--- config.mk ---
export PLATFORM = sky130hd
export DESIGN_NAME = clk_div_multi
export DESIGN_NICKNAME = d
export VERILOG_FILES = /design/src/rtl/clk_div_pkg.sv /design/src/rtl/clk_div_channel.sv /design/src/rtl/clk_div_multi.sv
export SDC_FILE = /design/constraint.sdc
export NUM_CORES = 1
export LEC_CHECK = 0
export CAP_MARGIN = 20
export CELL_PAD_IN_SITES_DETAIL_PLACEMENT = 0
export CELL_PAD_IN_SITES_GLOBAL_PLACEMENT = 2
export CORE_MARGIN = 3
export CORE_UTILIZATION = 35
export DETAILED_ROUTE_END_ITERATION = 16
export GPL_ROUTABILITY_DRIVEN = 0
export PLACE_DENSITY = 0.79
export SETUP_SLACK_MARGIN = 0.3
export SYNTH_ARGS = -nofsm -noshare
export SYNTH_HDL_FRONTEND = slang
export SYNTH_SLANG_ARGS = --single-unit
--- constraint.sdc ---
create_clock -name clk -period 4 [get_ports clk]
set_clock_uncertainty 0.2 [all_clocks]
set_input_delay 0.8 -clock clk [delete_from_list [all_inputs] [get_ports clk]]
set_output_delay 0.8 -clock clk [all_outputs]
set_load 0.1 [all_outputs]
--- src/rtl/clk_div_pkg.sv ---
// Shared types and helpers for the multi-channel clock divider.
// Config fields are held at 32 bits so any counter width up to 32 fits one struct type.
package clk_div_pkg;

  localparam int unsigned DIV_MIN   = 2;
  localparam int unsigned CFG_W_MAX = 32;

  typedef struct packed {
    logic [CFG_W_MAX-1:0] div;
    logic [CFG_W_MAX-1:0] high;
  } cfg_t;

  function automatic int unsigned ch_w(input int unsigned n);
    return (n > 1) ? $clog2(n) : 1;
  endfunction

endpackage

--- src/rtl/clk_div_channel.sv ---
// One divider channel: counter, active and shadow ratio/high-time, and pending flag.
// Shadow values take effect only at a period boundary or on sync, so periods never truncate.
module clk_div_channel
  import clk_div_pkg::*;
#(
  parameter int unsigned CntW       = 16,
  parameter int unsigned DefaultDiv = 50
) (
  input  logic clk,
  input  logic rst,
  input  logic en_i,
  input  logic sync_i,
  input  logic wr_i,
  input  cfg_t cfg_i,
  output logic pending_o,
  output logic clk_out_o,
  output logic tick_o
);

  localparam cfg_t ResetCfg = '{div:  CFG_W_MAX'(DefaultDiv),
                                high: CFG_W_MAX'(DefaultDiv / 2)};

  logic [CntW-1:0]      cnt_q, cnt_d;
  cfg_t                 act_q, act_d;
  cfg_t                 shd_q, shd_d;
  logic                 pend_q, pend_d;
  logic                 clk_q, clk_d;
  logic                 tick_q, tick_d;

  logic [CFG_W_MAX-1:0] cnt_ext;
  logic [CFG_W_MAX-1:0] div_eff;
  logic                 wrap;
  logic                 level;

  assign cnt_ext = CFG_W_MAX'(cnt_q);
  assign div_eff = (act_q.div < CFG_W_MAX'(DIV_MIN)) ? CFG_W_MAX'(DIV_MIN) : act_q.div;
  assign wrap    = (cnt_ext == div_eff - CFG_W_MAX'(1));

  // high==0 forces low; high>=div (raw, before clamping) forces high.
  assign level = (act_q.high != '0) &&
                 ((act_q.high >= act_q.div) || (cnt_ext < act_q.high));

  always_comb begin
    cnt_d  = cnt_q;
    act_d  = act_q;
    shd_d  = shd_q;
    pend_d = pend_q;
    clk_d  = clk_q;
    tick_d = 1'b0;

    if (wr_i) begin
      shd_d  = cfg_i;
      pend_d = 1'b1;
    end

    if (sync_i) begin
      cnt_d = '0;
      if (pend_q) begin
        act_d  = shd_q;
        pend_d = 1'b0;
      end
    end else if (en_i) begin
      clk_d = level;
      if (wrap) begin
        cnt_d  = '0;
        tick_d = 1'b1;
        if (pend_q) begin
          act_d  = shd_q;
          pend_d = 1'b0;
        end
      end else begin
        cnt_d = cnt_q + 1'b1;
      end
    end
  end

  always_ff @(posedge clk) begin
    if (!rst) begin
      cnt_q  <= '0;
      act_q  <= ResetCfg;
      shd_q  <= ResetCfg;
      pend_q <= 1'b0;
      clk_q  <= 1'b0;
      tick_q <= 1'b0;
    end else begin
      cnt_q  <= cnt_d;
      act_q  <= act_d;
      shd_q  <= shd_d;
      pend_q <= pend_d;
      clk_q  <= clk_d;
      tick_q <= tick_d;
    end
  end

  assign pending_o = pend_q;
  assign clk_out_o = clk_q;
  assign tick_o    = tick_q;

endmodule

--- src/rtl/clk_div_multi.sv ---
// Multi-channel programmable clock divider: config decode, ready mux and channel array.
// Define CLKDIV_SYNC_EN to add sync_req_i, which phase-aligns all channels at once.
module clk_div_multi
  import clk_div_pkg::*;
#(
  parameter  int unsigned N_CH        = 4,
  parameter  int unsigned CNT_W       = 16,
  parameter  int unsigned DEFAULT_DIV = 50,
  localparam int unsigned CH_W        = ch_w(N_CH)
) (
  input  logic             clk,
  input  logic             rst,
  input  logic             en_i,
`ifdef CLKDIV_SYNC_EN
  input  logic             sync_req_i,
`endif
  input  logic             cfg_valid_i,
  output logic             cfg_ready_o,
  input  logic [CH_W-1:0]  cfg_ch_i,
  input  logic [CNT_W-1:0] cfg_div_i,
  input  logic [CNT_W-1:0] cfg_high_i,
  output logic [N_CH-1:0]  clk_out_o,
  output logic [N_CH-1:0]  tick_o
);

  localparam int unsigned PadN = 1 << CH_W;

  logic [N_CH-1:0] pending;
  logic [PadN-1:0] pending_pad;
  logic            cfg_fire;
  logic            sync;
  cfg_t            cfg_wr;

`ifdef CLKDIV_SYNC_EN
  assign sync = sync_req_i;
`else
  assign sync = 1'b0;
`endif

  // Unused channel slots read as not pending, so out-of-range writes are accepted and dropped.
  assign pending_pad = PadN'(pending);
  assign cfg_ready_o = !pending_pad[cfg_ch_i];
  assign cfg_fire    = cfg_valid_i && cfg_ready_o;
  assign cfg_wr      = '{div: CFG_W_MAX'(cfg_div_i), high: CFG_W_MAX'(cfg_high_i)};

  for (genvar i = 0; i < N_CH; i++) begin : g_ch
    logic wr;
    assign wr = cfg_fire && (cfg_ch_i == CH_W'(i));

    clk_div_channel #(
      .CntW       (CNT_W),
      .DefaultDiv (DEFAULT_DIV)
    ) u_ch (
      .clk       (clk),
      .rst       (rst),
      .en_i      (en_i),
      .sync_i    (sync),
      .wr_i      (wr),
      .cfg_i     (cfg_wr),
      .pending_o (pending[i]),
      .clk_out_o (clk_out_o[i]),
      .tick_o    (tick_o[i])
    );
  end

endmodule

==> out/metrics.cfg <==
[power_and_ir_drop]
seq_power_share_pct=44.6
pwr-share-comb_pct=6.0
switching_pwr_mw=1.83
cellPowerDensity_nw_per_um2=335
power_report.internal_total_mw=5.84
power_leakage_nw=8.58
vdd_ir_drop_max_v=0.000217
total_power_mw=7.66
p_clk_share_pct=49.4
power.switching_fraction_pct=23.8

[yosys]
synth_seq_cells=332
synth.mux.area_fraction_pct=5.40
yosys.area_share.adder_pct=9.05
syn_area_per_cell_um2=8.10
synth_fp_nets=2494
synth.yosys.seq_area_share_pct=35.4
dominantRegCellSynth=sky130_fd_sc_hd__dfxtp_1
synth_top_family_by_area=simple AND/OR/NAND/NOR gates
synth-xor-area-share_pct=5.73
post_synth_and_or_nand_nor_area_fraction_pct=23.1
synth_cells=2320
synth_compound_area_share_pct=14.7
netlist-cell-type-count=76
ys.warnings.count=0
mappedNetlistArea_um2=18800
synth-edff-count=0
ys_async_sr_fraction_pct=0

[grt]
grt_util_all_layers_pct=21.0
grt_overflow=0
gr-usage-met1_pct=29.5
grt_antenna_before_repair=0
grt_first_pass_wirelength_mm=94.0
number_of_global_route_vias_before_repair=16200
grt_busiest_layer=met2
grt_max_degree=157
global_route.usage.met2_pct=33.5
groute.layer.met3.usage_pct=2.44

[worst_setup_path]
crit_fanout=6
crit_path_top_delay_cell=sky130_fd_sc_hd__or4b_4
timing.critical_path.required_ps=4220
setup.worst_path.end_class=register
slack_of_the_worst_reg_to_reg_path_ps=150
arrival_ps=4070
worstPathCellList=nor2_1 -> and4_1 -> a21oi_1 -> ha_2 -> nor3b_4 -> and4_4 -> buf_6 -> nand4_1 -> o31ai_4 -> or4b_4 -> buf_8 -> buf_4 -> o41ai_2 -> o211ai_2
critPathMaxStageDelay_ps=560
worstSetupPathType=register to register
worstSetupStartpointType=register

[timing]
tightestPinTransition_ps=1040
number_of_slew_limit_violations_in_the_final_report=0
worst_hold_slack_after_final_layout_ps=251
max-slew-margin-rel_pct=29.7
grt_setup_unrepaired=yes
count_of_final_hold_check_violations=0
fmax_mhz=260
setup_viol=0
finalWorstPathRequiredPeriod_ps=3850
worst_slack_ps=149
fin_crit_sh_pct=96.3
fin_tns_setup_ps=0

[placed_design]
placed_cell_area_um2=20300
post-place-cells=2990
dp_hpwl_mm=42.5
dp_worst_setup_slack_ps=34.4
port_buffers=46

[cts]
worst_setup_hold_path_clk_slew_ps=60
h-tree-depth=2
cts_sinks=332
cts_tree=done
tritoncts.num_buffers=39
ctsHoldBuffers=0
clock_tree.root_cell=sky130_fd_sc_hd__clkbuf_16
clockBufferDepth=3
clock_insertion_delay_worst_skew_ps=560

[worst_hold_path]
hold_class=register to register

[finish]
fin_util_pct=43.3
post_route_cells_drive_above_1_share_pct=13.8
n_antenna_cell=0
filler_free_cell_count_of_the_finished_design=3108
finish.instance_area_um2=22900
finalNetCount=2566
area_growth_pct=21.7

[routing]
drt-initial-drc-count=1100
detail_route.vias_per_cell=5.42
drt_pre_antenna_iters=5
antenna_left=0
wl_per_cell_um=19.8
wl_mm=61.7
drc=0
vias=16800

[floorplan]
floorplan.die.height_um=238
die_w_um=238
num_io_pins=47
start_util_pct=35.6
row_count=84
core_area_um2=52900
dieArea_um2=56500

[run]
timing.max_cap.violations=0

[status]
run_status=finished clean

[power groups by stage]
stage | Sequential [mW] | Combinational [mW] | Clock [mW]
3_5_place_dp | 3.49 | 0.438 | 0
4_1_cts | 3.42 | 0.444 | 3.88
5_1_grt | 3.43 | 0.498 | 4.01
3_3_place_gp | 3.49 | 0.434 | 0
2_1_floorplan | 3.47 | 0.259 | 0
6_report | 3.42 | 0.460 | 3.78
[registers in the layout, indices dropped and copies added (netlist names)]
name / flops
g_ch.u_ch.pending_o: 4
g_ch.u_ch.act_q: 128
g_ch.u_ch.shd_q: 128
g_ch.u_ch.cnt_q: 64
g_ch.u_ch.clk_out_o: 4
g_ch.u_ch.tick_o: 4
[cells in the final DEF (no fill, tap or decap), types with 8 or more instances in the layout]
cell type / instances
sky130_fd_sc_hd__a211o_1: 8
sky130_fd_sc_hd__a211oi_1: 26
sky130_fd_sc_hd__a21o_1: 45
sky130_fd_sc_hd__a21oi_1: 173
sky130_fd_sc_hd__a31oi_1: 8
sky130_fd_sc_hd__and3_1: 26
sky130_fd_sc_hd__and4_1: 10
sky130_fd_sc_hd__buf_12: 14
sky130_fd_sc_hd__buf_4: 106
sky130_fd_sc_hd__buf_6: 12
sky130_fd_sc_hd__clkbuf_1: 11
sky130_fd_sc_hd__clkbuf_16: 48
sky130_fd_sc_hd__clkdlybuf4s50_1: 43
sky130_fd_sc_hd__dfxtp_1: 327
sky130_fd_sc_hd__ha_1: 133
sky130_fd_sc_hd__inv_1: 145
sky130_fd_sc_hd__mux2i_1: 98
sky130_fd_sc_hd__nand2_1: 459
sky130_fd_sc_hd__nand2b_1: 13
sky130_fd_sc_hd__nand3_1: 55
sky130_fd_sc_hd__nand4_1: 76
sky130_fd_sc_hd__nor2_1: 86
sky130_fd_sc_hd__nor2_2: 12
sky130_fd_sc_hd__nor2_4: 12
sky130_fd_sc_hd__nor3_1: 37
sky130_fd_sc_hd__nor4_1: 41
sky130_fd_sc_hd__nor4_4: 9
sky130_fd_sc_hd__o211ai_1: 13
sky130_fd_sc_hd__o21a_1: 8
sky130_fd_sc_hd__o21ai_0: 37
sky130_fd_sc_hd__o41ai_1: 15
sky130_fd_sc_hd__o41ai_2: 17
sky130_fd_sc_hd__xnor2_1: 59
sky130_fd_sc_hd__xor2_1: 61
[worst max-delay path: cells and delay by family, from the launching register on]
family          cells  cell delay, ps
fa+ha+maj           1             250
compound gates      4             700
flops               1             480
buf+inv             3             430
simple gates        6            1640
[layout make-up]
cell class,instances,area (um2)
Timing Repair Buffer,186,1890
Clock inverter,10,184
Inverter,149,564
Sequential cell,332,6650
Clock buffer,59,1160
Fill cell,5238,30000
Multi-Input combinational cell,1684,11600
Tap cell,688,861
[layer usage]
metal  up-vias  share of wire, %
li1       8265                 -
met2       389                45
met3        98               4.3
met1      8086                48
met4         0               3.1
met5         -                 0
[cells in the mapped netlist (13+ instances only)]
master / n / area (um2)
sky130_fd_sc_hd__ha_1: 136 / 1700
sky130_fd_sc_hd__o41ai_1: 36 / 315
sky130_fd_sc_hd__nor2_1: 110 / 413
sky130_fd_sc_hd__o211ai_1: 13 / 97.6
sky130_fd_sc_hd__nor3_1: 41 / 205
sky130_fd_sc_hd__mux2i_1: 98 / 981
sky130_fd_sc_hd__nand3_1: 58 / 290
sky130_fd_sc_hd__nand4_1: 76 / 475
sky130_fd_sc_hd__nand2_1: 459 / 1720
sky130_fd_sc_hd__xnor2_1: 62 / 543
sky130_fd_sc_hd__nand2b_1: 13 / 81.3
sky130_fd_sc_hd__nor4_1: 47 / 294
sky130_fd_sc_hd__a211oi_1: 27 / 203
sky130_fd_sc_hd__clkbuf_1: 115 / 432
sky130_fd_sc_hd__xor2_1: 61 / 534
sky130_fd_sc_hd__buf_2: 20 / 100
sky130_fd_sc_hd__o21ai_0: 41 / 205
sky130_fd_sc_hd__and3_1: 27 / 169
sky130_fd_sc_hd__dfxtp_1: 332 / 6650
sky130_fd_sc_hd__inv_1: 148 / 556
sky130_fd_sc_hd__and4_1: 13 / 114
sky130_fd_sc_hd__a21o_1: 45 / 338
sky130_fd_sc_hd__a21oi_1: 176 / 881
[what timing repair did]
action                                  CTS  global route
endpoints found under the setup margin  160           180
hold endpoints to repair                  0             0
setup buffers                            18            19
resized for setup                        26           113
pin swaps                                18            54
cloned                                    4             8
[logic make-up (layout without fill, tap and decap cells)]
kind of cell	count (synthesis)	in the layout
AND/OR/NAND/NOR	906	906
AO/OA/AOI/OAI	419	419
flip-flops	332	332
buffers and inverters	304	404
adder cells (fa/ha/maj)	136	136
XOR/XNOR	123	123
multiplexers	100	100
[final timing paths]
check                         startpoint                      to  cells after the start
setup / recovery  g_ch[0].u_ch.act_q[47]   g_ch[0].u_ch.act_q[0]                     14
hold / removal    g_ch[3].u_ch.shd_q[39]  g_ch[3].u_ch.shd_q[39]                      2
setup reg to reg  g_ch[0].u_ch.act_q[47]   g_ch[0].u_ch.act_q[0]                     14
hold reg to reg   g_ch[3].u_ch.shd_q[39]  g_ch[3].u_ch.shd_q[39]                      2
No activity file was read; power rests on OpenSTA's default activity.
==> edit: new RTL, config.mk and constraints unchanged <==
Change the package constant `CFG_W_MAX` from 32 to 16.
--- a/src/rtl/clk_div_pkg.sv
+++ b/src/rtl/clk_div_pkg.sv
@@ -3,7 +3,7 @@
 package clk_div_pkg;
 
   localparam int unsigned DIV_MIN   = 2;
-  localparam int unsigned CFG_W_MAX = 32;
+  localparam int unsigned CFG_W_MAX = 16;
 
   typedef struct packed {
     logic [CFG_W_MAX-1:0] div;
Behaviour: same outputs for any inputs over 4 cycles, from zero or initial values and one cycle with rst low; that may be too few to reach the edited logic, so the function may still have changed.
==> edit against the unedited design <==
  * Sequential cell count did not move
  * Final cell count fell by 3.4%
  * Power rose by 1.1%
  * Non-clock buffer count fell by 55
  * Die area fell by 3.1%
  * Wire length fell by 8.0%
  * Maximum frequency rose by 7.6%
  * Via count fell by 4.6%
  * Combinational power fell by 11%
  * Final area fell by 6.3%
  * First-iteration DRC count fell by 3.3%
  * Synthesized cell count fell by 2.1%
  * Area after synthesis fell by 3.2%
  * Worst setup slack improved by 0.27 ns
  * Largest cell class unchanged
==> edit: results (changes against the unedited design) <==
Synth
  • Syn avg cell area: 8.009 um^2 (was 8.104 um^2)
  • Sequential share of the synthesized area: 36.53% (was 35.35%)
  • Largest cells by area after synthesis: dfxtp_1 (37%), ha_1 (9.1%), nand2_1 (8.5%) (was dfxtp_1 (35%), nand2_1 (9.2%), ha_1 (9.1%))
  • XOR/XNOR share of the synthesized area: 6.140% (was 5.730%)
  • Post-synth EDFFs: 0 (unchanged)
  • Syn Nets: 2442 (was 2494)
  • Compound-Gate Fraction of Synth Area: 15.79% (was 14.75%)
  • Synth warnings: 0 (unchanged)
  • Most instantiated cells after synthesis: nand2_1 (410), dfxtp_1 (332), a21oi_1 (193), inv_1 (134), ha_1 (132) (was nand2_1 (459), dfxtp_1 (332), a21oi_1 (176), inv_1 (148), ha_1 (136))
  • Adder-Cell Fraction of Synth Area: 9.077% (was 9.051%)
  • Async S/R FF share, synth: 0% (unchanged)
  • Yosys cell types: 74 (was 76)
  • Fraction of synthesized area in multiplexers: 3.479% (was 5.397%)

Status
  • Status: completed (unchanged)

Clocking
  • Post-CTS Hold Buffers: 0 (unchanged)
  • CTS HTree Levels: 2 (unchanged)
  • Skew-Pair Late Insertion Delay: 0.55 ns
  • Root buffer cell: clkbuf_16 (unchanged)
  • Clock buffer depth: 3 (unchanged)
  • Clock-pin slew on the worst setup and hold paths: 0.06 ns (about the same)
  • CTS buffer count: 40 (was 39)

Pwr
  • LEAKAGE: 8.385 nW (was 8.582 nW)
  • VDD IR max: 228.1 uV (was 216.9 uV)

Detailed routing
  • DR iter-0 viols: 1064 (was 1100)
  • First-pass DRT Iterations: 7 (was 5)
  • Via count: 16070 (was 16840)
  • Routed len/inst: 18.89 um (was 19.84 um)

Global routing
  • Total GRT Usage: 20.24% (was 20.99%)
  • Largest net degree at the start of global routing: 116 (was 157)
  • Initial antenna violation count: 1 (was 0)
  • First-pass GRT wire length: 87.04 mm (was 94.01 mm)
  • Number of global-route vias before repair: 15540 (was 16250)

Min path
  • Hold Path Class: flip-flop to flip-flop (unchanged)

Placed design
  • Placed cells: 2917 (was 2990)
  • DP HPWL: 39.74 mm (was 42.53 mm)
  • IO buf count: 46 (unchanged)

Cells and area
  • Share of cells above drive strength 1: 9.657% (was 13.76%)
  • Antenna cell count: 0 (unchanged)
  • Fill cell count: 5171 (was 5238)
  • Layout Nets: 2473 (was 2566)
  • Non-filler cells, final: 3002 (was 3108)

Setup path
  • Crit-path max FO: 14 (was 6)
  • CP arrival: 3.85 ns (was 4.07 ns)

Timing
  • Worst-Margin Slew: 0.9949 ns (was 1.041 ns)
-- edit: cell count changes in the layout (fill, tap and decap cells not counted), sizes merged, moves of 17 or more --
cell | before | now
o41ai | 37 | 4
xor2 | 61 | 83
a211oi | 27 | 9
a21oi | 176 | 193
nand3 | 58 | 128
o21ai | 42 | 94
mux2i | 98 | 61
xnor2 | 62 | 42
buf | 136 | 85
nand4 | 76 | 35
nand2 | 459 | 410
-- edit: area by class of cell --
cell class                 count  area (um^2)  area share (%)
clock buffer                  57         1206           5.622
clock inverter                12        210.2          0.9798
inverter                     135        511.7           2.385
multi-input combinational   1663        10740           50.07
sequential                   332         6653           31.01
tap                          672        840.8           3.919
timing repair buffer         131         1291           6.019
-- edit: path summary, 6_finish.rpt --
path / from / endpoint / slack [ns] / depth (start not counted)
max: g_ch[3].u_ch.act_q[23] / g_ch[3].u_ch.act_q[28] / 0.42 / 12
min: g_ch[3].u_ch.shd_q[29] / g_ch[3].u_ch.shd_q[29] / 0.25 / 2
max reg2reg: g_ch[3].u_ch.act_q[23] / g_ch[3].u_ch.act_q[28] / 0.42 / 12
min reg2reg: g_ch[3].u_ch.shd_q[29] / g_ch[3].u_ch.shd_q[29] / 0.25 / 2
-- edit: layer usage --
| metal | track usage, % | vias to the layer above | share of wire, % | wire (um) |
|---|---|---|---|---|
| met3 | 2.709 | 94 | 4.0 | 2265 |
| met1 | 27.02 | 7726 | 47 | 26690 |
| met2 | 34.29 | 274 | 47 | 26380 |
| met4 | 5.528 | 2 | 2.4 | 1360 |
| li1 | - | 7969 | - | - |
| met5 | 0 | - | 0.030 | 17 |
-- edit: power breakdown --
part / internal (mW) / total, mW / switching, mW
logic: 0.126 / 0.409 / 0.283
clock network: 2.47 / 3.92 / 1.45
registers: 3.37 / 3.42 / 0.0505
total: 5.96 / 7.75 / 1.78
-- edit: worst max-delay path, stage by stage, from the launching register on --
cell and delay (ns):
dfxtp_2 0.36, or4_4 0.59, nor4_4 0.31, nand2b_4 0.19, ha_4 0.17, and3_1 0.21, nand2_1 0.07, or4_1 0.50
a21oi_1 0.16, o2111a_2 0.28, buf_12 0.13, buf_16 0.15, mux2i_1 0.18
-- edit: repair_timing --
action                                  CTS  global route
endpoints found under the hold margin     0             0
endpoints found under the setup margin  142           193
resized for setup                        15            33
cloned                                    2             3
buffers inserted                          7             3
pin swaps                                 5            13
-- edit: per-stage QoR --
step	TNS [ns]	cell area, um^2	setup WS (ns)
floorplan	0	18300	0.2551
finish	0	21450	0.4216
detailed placement	-0.5596	19580	-0.05416
global placement	-0.4457	19580	-0.02146
CTS	0	21200	0.3046
global route	0	21450	0.2781
